File: src/rtl/seq_controller.sv
// Sequential Y86-style fetch/decode/execute controller: one instruction walks
// FETCH..PCUPD, faults and halts park in HALT. Optional macro: SEQ_ADDR_CHECK_EN.
module seq_controller #(
  parameter logic [63:0] RESET_PC  = 64'h0,
  parameter int          IMEM_SIZE = 1024
) (
  input  logic        clk,
  input  logic        reset,
  input  logic        start,
  input  logic [79:0] instr,
  input  logic        instr_valid,
  input  logic        stall,
  input  logic        cnd,
  input  logic [63:0] valM,
  output logic [63:0] pc,
  output logic        fetch_req,
  output logic [2:0]  stage,
  output logic [3:0]  icode,
  output logic [3:0]  ifun,
  output logic [3:0]  rA,
  output logic [3:0]  rB,
  output logic [63:0] valC,
  output logic [63:0] valP,
  output logic [2:0]  stat
);

  typedef enum logic [2:0] {
    S_IDLE      = 3'd0,
    S_FETCH     = 3'd1,
    S_DECODE    = 3'd2,
    S_EXECUTE   = 3'd3,
    S_MEMORY    = 3'd4,
    S_WRITEBACK = 3'd5,
    S_PCUPD     = 3'd6,
    S_HALT      = 3'd7
  } state_e;

  localparam logic [2:0] STAT_AOK = 3'd1;
  localparam logic [2:0] STAT_HLT = 3'd2;
  localparam logic [2:0] STAT_ADR = 3'd3;
  localparam logic [2:0] STAT_INS = 3'd4;

  state_e      state_q;
  logic [63:0] pc_q;
  logic        fetch_req_q;
  logic [3:0]  icode_q, ifun_q, rA_q, rB_q;
  logic [63:0] valC_q, valP_q;
  logic [2:0]  stat_q;

  // Decode of the bytes currently on instr, relative to pc_q.
  logic [3:0]  f_icode, f_ifun;
  logic [3:0]  len_d;
  logic        ins_ok_d;
  logic        adr_err_d;
  logic [3:0]  rA_d, rB_d;
  logic [63:0] valC_d, valP_d;

  assign f_icode = instr[7:4];
  assign f_ifun  = instr[3:0];

  always_comb begin
    len_d    = 4'd0;
    ins_ok_d = 1'b1;
    case (f_icode)
      4'h0, 4'h1, 4'h9:       len_d = 4'd1;
      4'h2, 4'h6, 4'hA, 4'hB: len_d = 4'd2;
      4'h3, 4'h4, 4'h5:       len_d = 4'd10;
      4'h7, 4'h8:             len_d = 4'd9;
      default:                ins_ok_d = 1'b0;
    endcase
  end

  always_comb begin
    valC_d = 64'h0;
    case (f_icode)
      4'h3, 4'h4, 4'h5: valC_d = instr[79:16];
      4'h7, 4'h8:       valC_d = instr[71:8];
      default:          valC_d = 64'h0;
    endcase
  end

  assign rA_d   = (len_d == 4'd2 || len_d == 4'd10) ? instr[15:12] : 4'hF;
  assign rB_d   = (len_d == 4'd2 || len_d == 4'd10) ? instr[11:8]  : 4'hF;
  assign valP_d = pc_q + {60'h0, len_d};

`ifdef SEQ_ADDR_CHECK_EN
  // Widened so a pc near the top of the address space cannot wrap past the check.
  logic [64:0] end_addr;
  assign end_addr  = {1'b0, pc_q} + {61'h0, len_d};
  assign adr_err_d = (end_addr > 65'(IMEM_SIZE));
`else
  assign adr_err_d = 1'b0;
`endif

  always_ff @(posedge clk) begin
    if (reset) begin
      state_q     <= S_IDLE;
      pc_q        <= RESET_PC;
      fetch_req_q <= 1'b0;
      icode_q     <= 4'h0;
      ifun_q      <= 4'h0;
      rA_q        <= 4'hF;
      rB_q        <= 4'hF;
      valC_q      <= 64'h0;
      valP_q      <= 64'h0;
      stat_q      <= STAT_AOK;
    end else begin
      case (state_q)
        S_IDLE: begin
          if (start) begin
            state_q     <= S_FETCH;
            fetch_req_q <= 1'b1;
          end
        end
        S_FETCH: begin
          if (!stall && instr_valid) begin
            icode_q     <= f_icode;
            ifun_q      <= f_ifun;
            rA_q        <= rA_d;
            rB_q        <= rB_d;
            valC_q      <= valC_d;
            valP_q      <= valP_d;
            fetch_req_q <= 1'b0;
            if (!ins_ok_d) begin
              stat_q  <= STAT_INS;
              state_q <= S_HALT;
            end else if (adr_err_d) begin
              stat_q  <= STAT_ADR;
              state_q <= S_HALT;
            end else if (f_icode == 4'h0) begin
              stat_q  <= STAT_HLT;
              state_q <= S_HALT;
            end else begin
              state_q <= S_DECODE;
            end
          end
        end
        S_DECODE:    if (!stall) state_q <= S_EXECUTE;
        S_EXECUTE:   if (!stall) state_q <= S_MEMORY;
        S_MEMORY:    if (!stall) state_q <= S_WRITEBACK;
        S_WRITEBACK: if (!stall) state_q <= S_PCUPD;
        S_PCUPD: begin
          if (!stall) begin
            if (icode_q == 4'h8 || (icode_q == 4'h7 && cnd)) pc_q <= valC_q;
            else if (icode_q == 4'h9)                       pc_q <= valM;
            else                                            pc_q <= valP_q;
            state_q     <= S_FETCH;
            fetch_req_q <= 1'b1;
          end
        end
        S_HALT:  state_q <= S_HALT;
        default: state_q <= S_IDLE;
      endcase
    end
  end

  assign pc        = pc_q;
  assign fetch_req = fetch_req_q;
  assign stage     = state_q;
  assign icode     = icode_q;
  assign ifun      = ifun_q;
  assign rA        = rA_q;
  assign rB        = rB_q;
  assign valC      = valC_q;
  assign valP      = valP_q;
  assign stat      = stat_q;

endmodule

File: config.mk
export PLATFORM = sky130hd
export DESIGN_NAME = seq_controller
export DESIGN_NICKNAME = d
export VERILOG_FILES = /design/src/rtl/seq_controller.sv
export SDC_FILE = /design/constraint.sdc
export NUM_CORES = 1
export LEC_CHECK = 0
export CORE_UTILIZATION = 50
export DETAILED_ROUTE_END_ITERATION = 10
export PLACE_DENSITY_LB_ADDON = 0.3
export SLEW_MARGIN = 15
export SYNTH_ARGS = -nofsm -noshare
export SYNTH_HDL_FRONTEND = slang
export SYNTH_SLANG_ARGS = --single-unit
File: constraint.sdc
create_clock -name clk -period 5.8 [get_ports clk]
set_input_delay 1.16 -clock clk [delete_from_list [all_inputs] [get_ports clk]]
set_output_delay 1.16 -clock clk [all_outputs]
set_load 0.005 [all_outputs]
==> flow_summary.ini <==
[run_status]
status = finished clean

[yosys]
synth_mux_area_share_pct = 6.26
yosys.area.top_type = dfxtp_1
synth_top_family_by_area = simple AND/OR/NAND/NOR gates
postSynthCellCount = 1293
synth_seq_cells = 215
avgSynthCellArea_um2 = 8.18
yosysWarnings = 0
synthArstFlopShare_pct = 0
synth-simple-area-share_pct = 22.9
synthAdderAreaFrac_pct = 0.544
synth_common_cells = 285 x nor2_1, 215 x dfxtp_1, 110 x a211oi_1, 94 x nor3_1, 88 x clkbuf_1
syn-cell-area_um2 = 10600
yosys.area.top_type_share_pct = 40.7
yosysSeqAreaShare_pct = 40.7
synth_cell_types = 56
synthXorXnorAreaFrac_pct = 4.14
yosysMostFrequentCell = nor2_1
synth.net_count = 1447
ys.flop_type = dfxtp_1
synth_edf_count = 0
synth_compound_area_share_pct = 20.6
yosys-top-cells-area = dfxtp_1 41%, nor2_1 10%, a211oi_1 7.8%

[global_routing]
grt_pass1_wl_um = 58600
grt_use_total_pct = 33.9
grt_antenna_before_repair = 2
grt_max_degree = 188
grt_pass1_vias = 10400
grt_overflow = 0

[clock_network]
cts.clk_slew.worst_paths_ns = 0.06
clock_path_buffers = 3
clock-sinks = 215
cts_setup_buffers = 0
cts.hold.buffers_added = 0
cts-root-buf = clkbuf_16
htree_levels = 1
numCtsBuffers = 25
cts_tree = yes
clkLatencyLatePin_ns = 0.51
cts_resized = 0

[power]
leakage_uw = 0.00490
peakVddDrop_uv = 163
cellPowerDensity_nw_per_um2 = 248

[cells_and_area]
fillers = 1568
fin_nets = 1735
utilization_pct = 73.4
final-seq-area_um2 = 4300
area_growth_pct = 42.2
drive_gt1_share_pct = 4.82
multi_input_area_um2 = 5810

[detailed_routing]
drc = 0
wirelength_um = 38000
drtIter0Drc = 934
wl_per_cell_um = 20.4
routed_via_density = 6.06
vias = 11300
drtAntennaViolNets = 0
drt_pass1_iterations = 5

[sta]
holdWs_ns = 0.461
finalWorstSetupSlack_ns = 1.43
timing.final.crit_share_pct = 75.4
finalHoldViolCount = 0
finalSetupTns_ns = 0
slew_headroom_pct = 28.1
worstMarginPinSlew_ns = 1.08
finalCriticalPeriod_ns = 4.37
slew_viol_final = 0
fin_worst_skew_ns = 0.0108
rsz0062_at_grt = no
max_freq_mhz = 229
setup_violations = 0

[die]
core_um2 = 20500
num_io_pins = 365
die_area_um2 = 21700
fp-row-count = 52
start_util_pct = 51.6
fp.dieH_um = 147
die_width_um = 147

[critical_path]
worst_setup_path_end_kind = register
start_kind = input pin
path_max_fanout = 10
worstPathRequired_ns = 6.21
arrival_ns = 4.78
critPathKind = input pin to register

[placed_design]
pre_cts_ws_ns = 0.935
gp_congestion = 0.872
hpwl_um = 26000
portBuffers = 364

[job]
maxCapViolations = 0

[min_path]
hold_path_class = register to register
[stage by stage]
stage          total power, µW  area (µm²)  std cells
5_1_grt                   3860       15000       1869
3_5_place_dp              2230       14300       1824
2_1_floorplan             1880       10600       1293
6_report                  3730       15000       1869
3_3_place_gp              2220       14300       1824
4_1_cts                   3730       15000       1867
[cell families after synthesis]
logic type,Yosys count
AO/OA/AOI/OAI,307
XOR/XNOR,50
adder cells (fa/ha/maj),4
buffers and inverters,130
flip-flops,215
multiplexers,66
AND/OR/NAND/NOR,521
[sequential cells by signal, summed over array words and instances (netlist names)]
name	flops
fetch_req	1
rA	4
stage	3
ifun	4
pc	64
rB	4
valP	64
stat	3
icode	4
valC	64
[layer usage]
metal  up-vias  global-route usage [%]  part of all wire [%]
li1       5262                       -                     -
met1      5366                    43.8                    40
met2       604                    56.8                    48
met3       100                    5.37                   7.9
met4         0                    13.2                   3.8
met5         -                       0                     0
[worst max-delay path: stages]
cell,delay (ns)
clkdlybuf4s50_1,0.68
nor3b_1,0.28
o21bai_1,0.16
ha_1,0.19
inv_1,0.05
fa_1,0.42
nand3b_1,0.23
a211oi_4,0.57
nand3_1,0.15
or2_1,0.30
or3_1,0.32
a311oi_1,0.27
[cell type report]
class                   instances  share of cell area (%)
flip-flops and latches        215                    28.6
well taps                     270                    2.25
clock inverters                 1                   0.200
inverters                      16                   0.399
multi-input cells             948                    38.6
clock buffers                  42                    4.98
repair buffers                375                    24.9
diodes                          2                  0.0333
[worst paths after layout]
path	from	cells past startpoint	slack [ns]	to
worst max-delay path	instr[6]	12	1.43	valP[34]
worst min-delay path	ifun[0]	2	0.46	ifun[0]
worst max register to register	pc[0]	9	2.86	valP[34]
worst min register to register	ifun[0]	2	0.46	ifun[0]
[placed cells by master, fill, tap and decap left out, drive strengths merged, types with 2 or more instances in the layout]
master | netlist | final
a211oi | 112 | 112
a21o | 3 | 3
a21oi | 81 | 81
a221oi | 65 | 65
a311oi | 12 | 12
and3 | 7 | 7
and4 | 2 | 2
buf | 26 | 12
clkbuf | 88 | 42
clkdlybuf4s50 | 0 | 363
dfxtp | 215 | 215
diode | 0 | 2
ha | 3 | 3
inv | 16 | 16
mux2i | 65 | 65
nand2 | 52 | 52
nand2b | 2 | 2
nand3 | 20 | 20
nand3b | 3 | 3
nand4 | 18 | 18
nor2 | 286 | 286
nor2b | 3 | 3
nor3 | 98 | 98
nor3b | 2 | 2
nor4 | 7 | 7
o21ai | 18 | 18
o21bai | 10 | 10
or2 | 4 | 4
or3 | 13 | 13
xnor2 | 32 | 32
xor2 | 18 | 18
[report_power, final]
group          leakage [µW]  total [µW]  switching, µW  internal [µW]
registers           0.00174        1630           77.5           1550
logic               0.00278         580            271            309
clock network      0.000378        1520            605            913
Power figures use the tool's default switching activity.
